$ cat config.mk
export PLATFORM = sky130hd
export DESIGN_NAME = alu_share_arbiter
export DESIGN_NICKNAME = d
export VERILOG_FILES = /design/src/rtl/alu_share_arbiter.sv
export SDC_FILE = /design/constraint.sdc
export NUM_CORES = 1
export LEC_CHECK = 0
export BUFFER_PORTS_ARGS = -buffer_cell sky130_fd_sc_hd__buf_2
export CAP_MARGIN = 15
export CORE_AREA = 4 4 109 111
export CTS_BUF_LIST = sky130_fd_sc_hd__clkbuf_16
export CTS_CLUSTER_DIAMETER = 30
export CTS_CLUSTER_SIZE = 20
export DETAILED_ROUTE_END_ITERATION = 8
export DIE_AREA = 0 0 113 115
export PLACE_DENSITY = 0.86
export SYNTH_ARGS = -nofsm -noshare
export SYNTH_HDL_FRONTEND = slang
export SYNTH_SLANG_ARGS = --single-unit
$ cat constraint.sdc
create_clock -name clk -period 2.85 [get_ports clk]
set_clock_uncertainty 0.15 [all_clocks]
set_input_delay 0.57 -clock clk [delete_from_list [all_inputs] [get_ports clk]]
set_output_delay 0.57 -clock clk [all_outputs]
set_load 0.02 [all_outputs]
$ cat src/rtl/alu_share_arbiter.sv
// -----------------------------------------------------------------------------
// alu_share_arbiter
//
// Purpose:
//   Shares one external combinational ALU between two requesters. Commands
//   arrive on valid/ready ports. One command is accepted at a time. Its operands
//   are registered onto the ALU inputs and held for a settle time, and then the
//   ALU result is captured. The result is returned on the owner's valid/ready
//   response port. A divide by zero never reaches the ALU result path: it
//   responds at once with all-ones data and the dz flag set.
//
// Parameters:
//   DW          operand width (ALU A/B)
//   RW          result width (ALU output)
//   OP_SETTLE   hold cycles before capture for non-divide ops (>=1)
//   DIV_SETTLE  hold cycles before capture for divide, op 3'b011 (>=1)
//
// Ports:
//   clk, rst                      clock, synchronous active-high reset
//   reqN_valid/ready/a/b/op       command port of requester N (N = 0, 1)
//   rspN_valid/ready/data/dz      response port of requester N
//   alu_a, alu_b, alu_op          registered operands to the shared ALU
//   alu_out                       result from the shared ALU
//   busy                          high whenever the FSM is not in IDLE
//
// Build option:
//   ALU_ARB_FIXED_PRIO_EN  when defined, requester 0 always wins a tie and
//                          requester 1 can starve. When undefined, ties are
//                          resolved round-robin against the last grant.
// -----------------------------------------------------------------------------
module alu_share_arbiter #(
  parameter int DW         = 16,
  parameter int RW         = 32,
  parameter int OP_SETTLE  = 1,
  parameter int DIV_SETTLE = 3
) (
  input  logic          clk,
  input  logic          rst,
  input  logic          req0_valid,
  output logic          req0_ready,
  input  logic [DW-1:0] req0_a,
  input  logic [DW-1:0] req0_b,
  input  logic [2:0]    req0_op,
  input  logic          req1_valid,
  output logic          req1_ready,
  input  logic [DW-1:0] req1_a,
  input  logic [DW-1:0] req1_b,
  input  logic [2:0]    req1_op,
  output logic          rsp0_valid,
  input  logic          rsp0_ready,
  output logic [RW-1:0] rsp0_data,
  output logic          rsp0_dz,
  output logic          rsp1_valid,
  input  logic          rsp1_ready,
  output logic [RW-1:0] rsp1_data,
  output logic          rsp1_dz,
  output logic [DW-1:0] alu_a,
  output logic [DW-1:0] alu_b,
  output logic [2:0]    alu_op,
  input  logic [RW-1:0] alu_out,
  output logic          busy
);

  localparam logic [2:0] OP_DIV = 3'b011;

  // The counter only ever holds (settle - 1). Keep it at least one bit wide.
  localparam int MAX_SETTLE = (DIV_SETTLE > OP_SETTLE) ? DIV_SETTLE : OP_SETTLE;
  localparam int CW         = (MAX_SETTLE > 1) ? $clog2(MAX_SETTLE) : 1;
  localparam logic [CW-1:0] OP_LOAD  = CW'(OP_SETTLE - 1);
  localparam logic [CW-1:0] DIV_LOAD = CW'(DIV_SETTLE - 1);

  typedef enum logic [1:0] {
    ST_IDLE = 2'b00,
    ST_EXEC = 2'b01,
    ST_RESP = 2'b10
  } state_t;

  state_t          r_state;
  state_t          w_next_state;

  logic            r_last_grant;
  logic            r_owner;
  logic [CW-1:0]   r_cnt;
  logic [DW-1:0]   r_alu_a;
  logic [DW-1:0]   r_alu_b;
  logic [2:0]      r_alu_op;
  logic            r_rsp0_valid;
  logic            r_rsp1_valid;
  logic [RW-1:0]   r_rsp0_data;
  logic [RW-1:0]   r_rsp1_data;
  logic            r_rsp0_dz;
  logic            r_rsp1_dz;
  logic            r_busy;

  logic            w_grant;
  logic            w_accept;
  logic [DW-1:0]   w_sel_a;
  logic [DW-1:0]   w_sel_b;
  logic [2:0]      w_sel_op;
  logic            w_div_zero;
  logic            w_rsp_hs;

  // Grant selection from the two command valids.
  always_comb begin
    w_grant = 1'b0;
    if (req0_valid && req1_valid) begin
`ifdef ALU_ARB_FIXED_PRIO_EN
      w_grant = 1'b0;
`else
      // On a tie, the requester that did not win last time goes next.
      w_grant = ~r_last_grant;
`endif
    end else if (req1_valid) begin
      w_grant = 1'b1;
    end else begin
      w_grant = 1'b0;
    end
  end

  // A command is taken only in IDLE and never while reset is asserted.
  assign w_accept   = !rst && (r_state == ST_IDLE) && (req0_valid || req1_valid);

  // A grant always points at a valid requester, so each ready needs only the grant.
  assign req0_ready = w_accept && (w_grant == 1'b0);
  assign req1_ready = w_accept && (w_grant == 1'b1);

  // Operand mux toward the ALU registers.
  always_comb begin
    w_sel_a  = req0_a;
    w_sel_b  = req0_b;
    w_sel_op = req0_op;
    if (w_grant) begin
      w_sel_a  = req1_a;
      w_sel_b  = req1_b;
      w_sel_op = req1_op;
    end else begin
      w_sel_a  = req0_a;
      w_sel_b  = req0_b;
      w_sel_op = req0_op;
    end
  end

  assign w_div_zero = (w_sel_op == OP_DIV) && (w_sel_b == {DW{1'b0}});

  // A response handshake completes only on the owner's port while in RESP.
  assign w_rsp_hs = (r_state == ST_RESP) &&
                    (r_owner ? rsp1_ready : rsp0_ready);

  // FSM state register.
  always_ff @(posedge clk) begin
    if (rst) begin
      r_state <= ST_IDLE;
    end else begin
      r_state <= w_next_state;
    end
  end

  // FSM next-state logic.
  always_comb begin
    w_next_state = r_state;
    case (r_state)
      ST_IDLE: begin
        if (w_accept) begin
          if (w_div_zero) begin
            w_next_state = ST_RESP;
          end else begin
            w_next_state = ST_EXEC;
          end
        end else begin
          w_next_state = ST_IDLE;
        end
      end
      ST_EXEC: begin
        if (r_cnt == {CW{1'b0}}) begin
          w_next_state = ST_RESP;
        end else begin
          w_next_state = ST_EXEC;
        end
      end
      ST_RESP: begin
        if (w_rsp_hs) begin
          w_next_state = ST_IDLE;
        end else begin
          w_next_state = ST_RESP;
        end
      end
      default: begin
        w_next_state = ST_IDLE;
      end
    endcase
  end

  // Datapath: ALU operand registers, settle counter, ownership and responses.
  always_ff @(posedge clk) begin
    if (rst) begin
      r_last_grant <= 1'b1;
      r_owner      <= 1'b0;
      r_cnt        <= {CW{1'b0}};
      r_alu_a      <= {DW{1'b0}};
      r_alu_b      <= {DW{1'b0}};
      r_alu_op     <= 3'b000;
      r_rsp0_valid <= 1'b0;
      r_rsp1_valid <= 1'b0;
      r_rsp0_data  <= {RW{1'b0}};
      r_rsp1_data  <= {RW{1'b0}};
      r_rsp0_dz    <= 1'b0;
      r_rsp1_dz    <= 1'b0;
      r_busy       <= 1'b0;
    end else begin
      r_busy <= (w_next_state != ST_IDLE);
      case (r_state)
        ST_IDLE: begin
          if (w_accept) begin
            r_alu_a      <= w_sel_a;
            r_alu_b      <= w_sel_b;
            r_alu_op     <= w_sel_op;
            r_owner      <= w_grant;
            r_last_grant <= w_grant;
            if (w_div_zero) begin
              // Divide by zero: respond at once and ignore the ALU output.
              if (w_grant) begin
                r_rsp1_data  <= {RW{1'b1}};
                r_rsp1_dz    <= 1'b1;
                r_rsp1_valid <= 1'b1;
              end else begin
                r_rsp0_data  <= {RW{1'b1}};
                r_rsp0_dz    <= 1'b1;
                r_rsp0_valid <= 1'b1;
              end
            end else begin
              r_cnt <= (w_sel_op == OP_DIV) ? DIV_LOAD : OP_LOAD;
            end
          end
        end
        ST_EXEC: begin
          if (r_cnt == {CW{1'b0}}) begin
            // The operands have now been held for the full settle time.
            if (r_owner) begin
              r_rsp1_data  <= alu_out;
              r_rsp1_dz    <= 1'b0;
              r_rsp1_valid <= 1'b1;
            end else begin
              r_rsp0_data  <= alu_out;
              r_rsp0_dz    <= 1'b0;
              r_rsp0_valid <= 1'b1;
            end
          end else begin
            r_cnt <= r_cnt - {{(CW-1){1'b0}}, 1'b1};
          end
        end
        ST_RESP: begin
          if (w_rsp_hs) begin
            r_rsp0_valid <= 1'b0;
            r_rsp1_valid <= 1'b0;
          end
        end
        default: begin
          r_rsp0_valid <= 1'b0;
          r_rsp1_valid <= 1'b0;
        end
      endcase
    end
  end

  assign alu_a      = r_alu_a;
  assign alu_b      = r_alu_b;
  assign alu_op     = r_alu_op;
  assign rsp0_valid = r_rsp0_valid;
  assign rsp1_valid = r_rsp1_valid;
  assign rsp0_data  = r_rsp0_data;
  assign rsp1_data  = r_rsp1_data;
  assign rsp0_dz    = r_rsp0_dz;
  assign rsp1_dz    = r_rsp1_dz;
  assign busy       = r_busy;

endmodule

# After elaboration in Yosys (flattened, before gate mapping)
# Cells that the tools add are included.
[totals]
register_bits = 110
output_inout_bits = 106
elab_cells = 97
[classes]
n_addsub = 1
eq_ne = 13
muxes = 47
bitwise = 2
n_reduce_logical = 20
[ops]
columns = ["op", "n"]
rows = [
  ["two-way mux 32 bit", 10],
  ["one-hot mux 32 bit (2 select lines)", 2],
  ["two-way mux 16 bit", 2],
  ["AND reduction 6 bit", 4],
  ["!= test 2 bit (second input constant)", 10],
  ["two-way mux 1 bit", 18],
  ["zero test 16 bit", 1],
  ["two-way mux 2 bit", 8],
  ["logical AND 1 bit", 7],
  ["one-hot mux 1 bit (3 select lines)", 2],
  ["one-hot mux 2 bit (3 select lines)", 1],
  ["zero test 2 bit", 2],
  ["one-hot mux 1 bit (2 select lines)", 2],
  ["one-hot mux 2 bit (2 select lines)", 1],
  ["AND reduction 4 bit", 1],
  ["nonzero test 2 bit", 2],
  ["== test 3 x 2 -> 1 bit (second input constant)", 1],
  ["two-way mux 3 bit", 1],
  ["== test 2 x 1 -> 1 bit (second input constant)", 1],
  ["== test 2 bit (second input constant)", 1],
  ["inverter 1 bit", 2],
  ["AND reduction 2 bit", 1],
  ["subtractor 2 x 1 -> 2 bit (second input constant)", 1],
  ["zero test 1 bit", 1],
  ["logical OR 1 bit", 1],
]

# Depth between registers and ports, before layout
[logic_depth]
depth_word = 9
depth_mapped = 8
ltp_nobuf = 7

# Worst setup path after synthesis
# Ideal clock, no wire load.
[synth_path]
kind = "input-to-output"
from = "input port rst"
to = "output port req0_ready"
arrival_ns = 1.881
slack_ns = 0.249
stages = 5
n_path_buf = 4
path_cell_list = "clkbuf_1 clkbuf_1 clkbuf_1 clkbuf_1 nor3_1"
[synth_between]
elab_chain_len = 4
[synth_lines]
columns = ["item", "line", "text"]
rows = [
  ["from (decl)", "38", "input logic rst,"],
  ["zero test 1 bit", "121", "assign w_accept = !rst && (r_state == ST_IDLE) && (req0_valid || req1_valid);"],
  ["logical AND 1 bit (2 in series)", "121", ""],
  ["logical AND 1 bit", "124", "assign req0_ready = w_accept && (w_grant == 1'b0);"],
  ["to (decl)", "40", "output logic req0_ready,"],
]
# No other way between the ends.

# Worst setup path in the final report
[layout_path]
from = "input port req1_b[4]"
to = "register r_rsp1_data[3], in the netlist rsp1_data[3]"
[layout_between]
elab_chain_len = 5
[layout_lines]
columns = ["item", "line", "text"]
rows = [
  ["from (decl)", "47", "input logic [DW-1:0] req1_b,"],
  ["two-way mux 16 bit", "132", "if (w_grant) begin"],
  ["zero test 16 bit", "143", "assign w_div_zero = (w_sel_op == OP_DIV) && (w_sel_b == {DW{1'b0}});"],
  ["logical AND 1 bit", "143", ""],
  ["!= test 2 bit (no source line)", "-", ""],
  ["AND reduction 6 bit (no source line)", "-", ""],
  ["to (signal assigned)", "205", "r_rsp1_data <= {RW{1'b0}};"],
  ["to (signal assigned)", "222", "r_rsp1_data <= {RW{1'b1}};"],
  ["to (signal assigned)", "239", "r_rsp1_data <= alu_out;"],
  ["to (decl)", "90", "logic [RW-1:0] r_rsp1_data;"],
]
# No other way between the ends.
# A chain may end at the register's enable or synchronous reset.

==> results.md <==
Timing:
- The worst max-slew margin expressed relative to the limit is 0.6286.
- Setup violations remaining at the end of the flow were counted as 0.
- The total negative slack is 0 ns.
- Setup repair after global routing left no endpoint under its margin.
- The actual transition at the worst max-transition pin is 0.5520 ns.
- The count of final max-slew check failures is 0.
- The final count of hold timing violations is 0.
- Based on the critical path, the design can be clocked at up to 416.1 MHz.
- The final clock period utilization by the worst path is 0.8433.
- The time the final worst path needs with I/O delays and setup is 2.404 ns.

Final layout:
- The synthesis-to-layout area growth is 28.86%.
- For this run, the post-layout net count is 902.
- The fraction of final layout cells sized beyond drive strength 1 is 0.3246.
- The post-route standard cell area excluding fillers is 6598 µm².
- The number of antenna diodes is 0.

Synthesis:
- Of all flip-flops after synthesis, the portion carrying an async set or reset was 0.
- Of all cell types, the one taking the most synthesized area is sky130_fd_sc_hd__dfxtp_1.
- The average size of a mapped cell is 8.339 µm².
- The synthesized netlist occupies a cell area of 5120 µm².
- The share of the synthesized area in the top cell type is 0.4301.
- Ranked by total cell area, the synthesized netlist is headed by sky130_fd_sc_hd__dfxtp_1, sky130_fd_sc_hd__nor3_1, sky130_fd_sc_hd__a221o_1.
- The post-synth net total is 723.
- Among all flip-flop cells after synthesis, the most frequent one is sky130_fd_sc_hd__dfxtp_1.
- The most common cell in the synthesized netlist is sky130_fd_sc_hd__dfxtp_1.
- The number of synthesized register bits is 110.
- Synthesis produced 614 cells.
- The fraction of the yosys area taken by sequential cells is 0.4301.
- By count the netlist is led by sky130_fd_sc_hd__dfxtp_1, sky130_fd_sc_hd__nand2_1, sky130_fd_sc_hd__nor2_1.
- Yosys mapped a number of flops with a built-in enable equal to 0.
- The distinct cell type count after synthesis is 45.
- For this run, the number of Yosys warnings is 0.

Detailed routing:
- After detailed routing, the average wire length per cell comes to 17.33 µm.
- The number of search-and-repair iterations in the first detailed-routing pass is 5.
- Detailed routing placed a total of 7702 µm of wire on met2.
- The number of nets with antenna violations after detailed routing is 0.
- Dividing the detail-routed via count by the number of cells gives 5.852.
- The routed wire length is 16260 µm.
- The via total after detailed routing is 5489.
- The detailed router used layers up to and including met4.
- For this run, design rule violations remaining after detail routing come to 0.
- The sum of routed wire segments on met1 is 6780 µm.
- Wire segments on met3 add up to 1262 µm in the final route.
- The initial DRC count is 507.

Worst setup path:
- The critical path goes through buf_2 -> nor4_1 -> nand4_1 -> o221ai_1 -> a21oi_2 -> buf_4 -> a221o_1.
- The worst path buffer plus inverter count is 2.
- The endpoint of the worst register-to-register path is rsp0_data[17]$_SDFFE_PP0P_.
- STA puts the critical path data arrival time at 2.47 ns.
- The minimum setup slack among reg-to-reg paths is 0.54 ns.
- In this run the critical register-to-register path is launched from r_state[0]$_SDFF_PP0_.
- STA classifies the critical path startpoint as a primary input.
- The highest fanout seen on the critical path is 22.
- The worst setup path is captured at a flip-flop.
- The family with the most delay on the worst path is compound AO/OA/AOI/OAI gates.
- The critical setup path kind is in -> reg.
- Measured in cells, the most critical reg-to-reg path has a length of 5.
- Data on the critical path is required at its endpoint by 2.92 ns.
- Among all stages on the critical path, the largest delay is contributed by sky130_fd_sc_hd__nor4_1.
- The largest single stage delay on the critical path is 0.52 ns.

Placed design:
- The count of port buffers added during placement is 213.
- At the end of routability-driven placement, the weighted congestion stood at 0.8842.
- Summing all placed instances gives a cell area of 6305 µm².
- The HPWL after detailed placement is 11530 µm.

Floorplanning:
- Pin placement for this block handled 214 I/O pins.
- After floorplanning, the core was sized to cover 10790 µm².
- The die height is 115 µm.
- The effective utilization at floorplan is 0.4744.
- Row generation in the floorplan step produced 38 rows.
- The width of the chip is 113 µm.
- The die covers 13000 µm².

Power and ir drop:
- The total power per unit cell area is 659.0 nW/µm².
- Across the VDD grid, the largest voltage drop is 0.0003845 V.
- The analysis attributes to cell leakage a power of 2.923 nW.

Min path:
- The cell depth of the worst min-delay path is 2.
- The startpoint identified for the worst hold timing path is alu_out[20].
- The path with the worst hold slack has its endpoint at rsp1_data[20]$_SDFFE_PP0P_.
- The path class of the tightest hold or removal check is in -> reg.

Clock tree:
- The maximum clock insertion buffer count is 2.
- The count of buffers added by post-CTS timing repair for setup is 0.
- The number of clock buffers added by TritonCTS is 9.
- Gates resized during post-CTS repair numbered 0.
- The clock transition time at the flip-flop clock pins of the worst setup and hold paths is 0.08 ns.
- The number of sinks driven by the clock tree is 110.
- TritonCTS built the clock tree.
- Clock tree synthesis selected as its root buffer the cell sky130_fd_sc_hd__clkbuf_16.
- The deepest level of the CTS H-tree is 3.
- Buffers inserted to repair hold after CTS numbered 0.
- The worst-skew pair later-pin latency is 0.33 ns.

Global route:
- Entering global routing, the biggest net connects 71 pins.
- The global-route usage over all layers is 0.2411.
- The initial antenna violation count is 0.
- The via count of the first global-routing pass is 5046.
- The first-pass GRT wire length is 25840 µm.
- The aggregate global routing overflow is 0.

Run status:
- The flow ran to the end, and the final reports show no timing, DRC or antenna violations.

Job:
- The tool flagged a number of max-cap violations equal to 0.
logic make-up after synthesis:
kind of cell | after synthesis | synth area share
compound gates | 155 | 0.2495
flops | 110 | 0.4301
buf+inv | 69 | 0.05816
mux | 2 | 0.004154
simple gates | 277 | 0.2556
fa+ha+maj | 1 | 0.002443
cell type report:
cell class | instances | area [µm²]
clock inverter | 7 | 67.56
tap | 140 | 175.2
fill | 972 | 4195
clock buffer | 9 | 225.2
sequential | 110 | 2202
inverter | 3 | 11.26
timing repair buffer | 234 | 1276
multi-input combinational | 435 | 2640
sequential cells by signal, summed over array words and instances, names as in the netlist, 2 cells and up:
name       flops
rsp1_data     32
alu_a         16
r_state        2
rsp0_data     32
alu_op         3
r_cnt          2
alu_b         16
placed cells by master (no fill, tap or decap), types with 2 or more instances in the layout:
master                         n
sky130_fd_sc_hd__a211oi_1     33
sky130_fd_sc_hd__a21oi_1       6
sky130_fd_sc_hd__a221o_1      32
sky130_fd_sc_hd__a311oi_1     35
sky130_fd_sc_hd__buf_12        4
sky130_fd_sc_hd__buf_2       212
sky130_fd_sc_hd__buf_4        18
sky130_fd_sc_hd__clkbuf_16     9
sky130_fd_sc_hd__clkinvlp_4    4
sky130_fd_sc_hd__dfxtp_1     110
sky130_fd_sc_hd__inv_1         5
sky130_fd_sc_hd__nand2_1      75
sky130_fd_sc_hd__nand2b_1     34
sky130_fd_sc_hd__nand3b_1      2
sky130_fd_sc_hd__nand4_1       2
sky130_fd_sc_hd__nand4b_1      2
sky130_fd_sc_hd__nor2_1       74
sky130_fd_sc_hd__nor2_2        2
sky130_fd_sc_hd__nor2b_1       2
sky130_fd_sc_hd__nor3_1       67
sky130_fd_sc_hd__nor4_1        8
sky130_fd_sc_hd__o21a_1        3
sky130_fd_sc_hd__o221ai_1      2
sky130_fd_sc_hd__o22ai_1       2
sky130_fd_sc_hd__o31ai_1      32
metrics by stage:
| stage | cells | util | setup slack [ns] | hold WS (ns) | power [W] |
|---|---|---|---|---|---|
| after global placement | 922 | 0.5842 | 0.1093 | 0.2940 | 0.003126 |
| after CTS | 938 | 0.6113 | 0.4372 | 0.3072 | 0.004373 |
| final | 938 | 0.6113 | 0.4465 | 0.3180 | 0.004348 |
| after global routing | 938 | 0.6113 | 0.2759 | 0.3158 | 0.004586 |
| after floorplan | 614 | - | 0.2493 | 0.3072 | 0.002692 |
| after detailed placement | 922 | 0.5842 | 0.08142 | 0.3073 | 0.003153 |
worst max path at each step:
stage | cells past startpoint | end | from | slack (ns)
floorplan | 5 | req0_ready | rst | 0.25
global placement | 7 | rsp1_data[19]$_SDFFE_PP0P_ | req1_b[4] | 0.11
detailed placement | 7 | rsp1_data[15]$_SDFFE_PP0P_ | req1_b[4] | 0.08
CTS | 7 | rsp1_data[3]$_SDFFE_PP0P_ | req1_b[4] | 0.44
global route | 7 | rsp1_data[2]$_SDFFE_PP0P_ | req1_b[4] | 0.28
finish | 7 | rsp1_data[3]$_SDFFE_PP0P_ | req1_b[4] | 0.45
where the power goes:
| group | switching [W] | internal, W |
|---|---|---|
| Sequential | 0.000112 | 0.00174 |
| Combinational | 0.000833 | 0.000439 |
| Clock | 0.000550 | 0.000676 |
metal layers:
layer  GRT usage  vias up
met5           0        -
met2      0.3855      246
met1      0.3263     2566
li1            -     2635
met4     0.08574        0
met3     0.04684       42
Note: power is estimated with default switching activity, not from simulation.
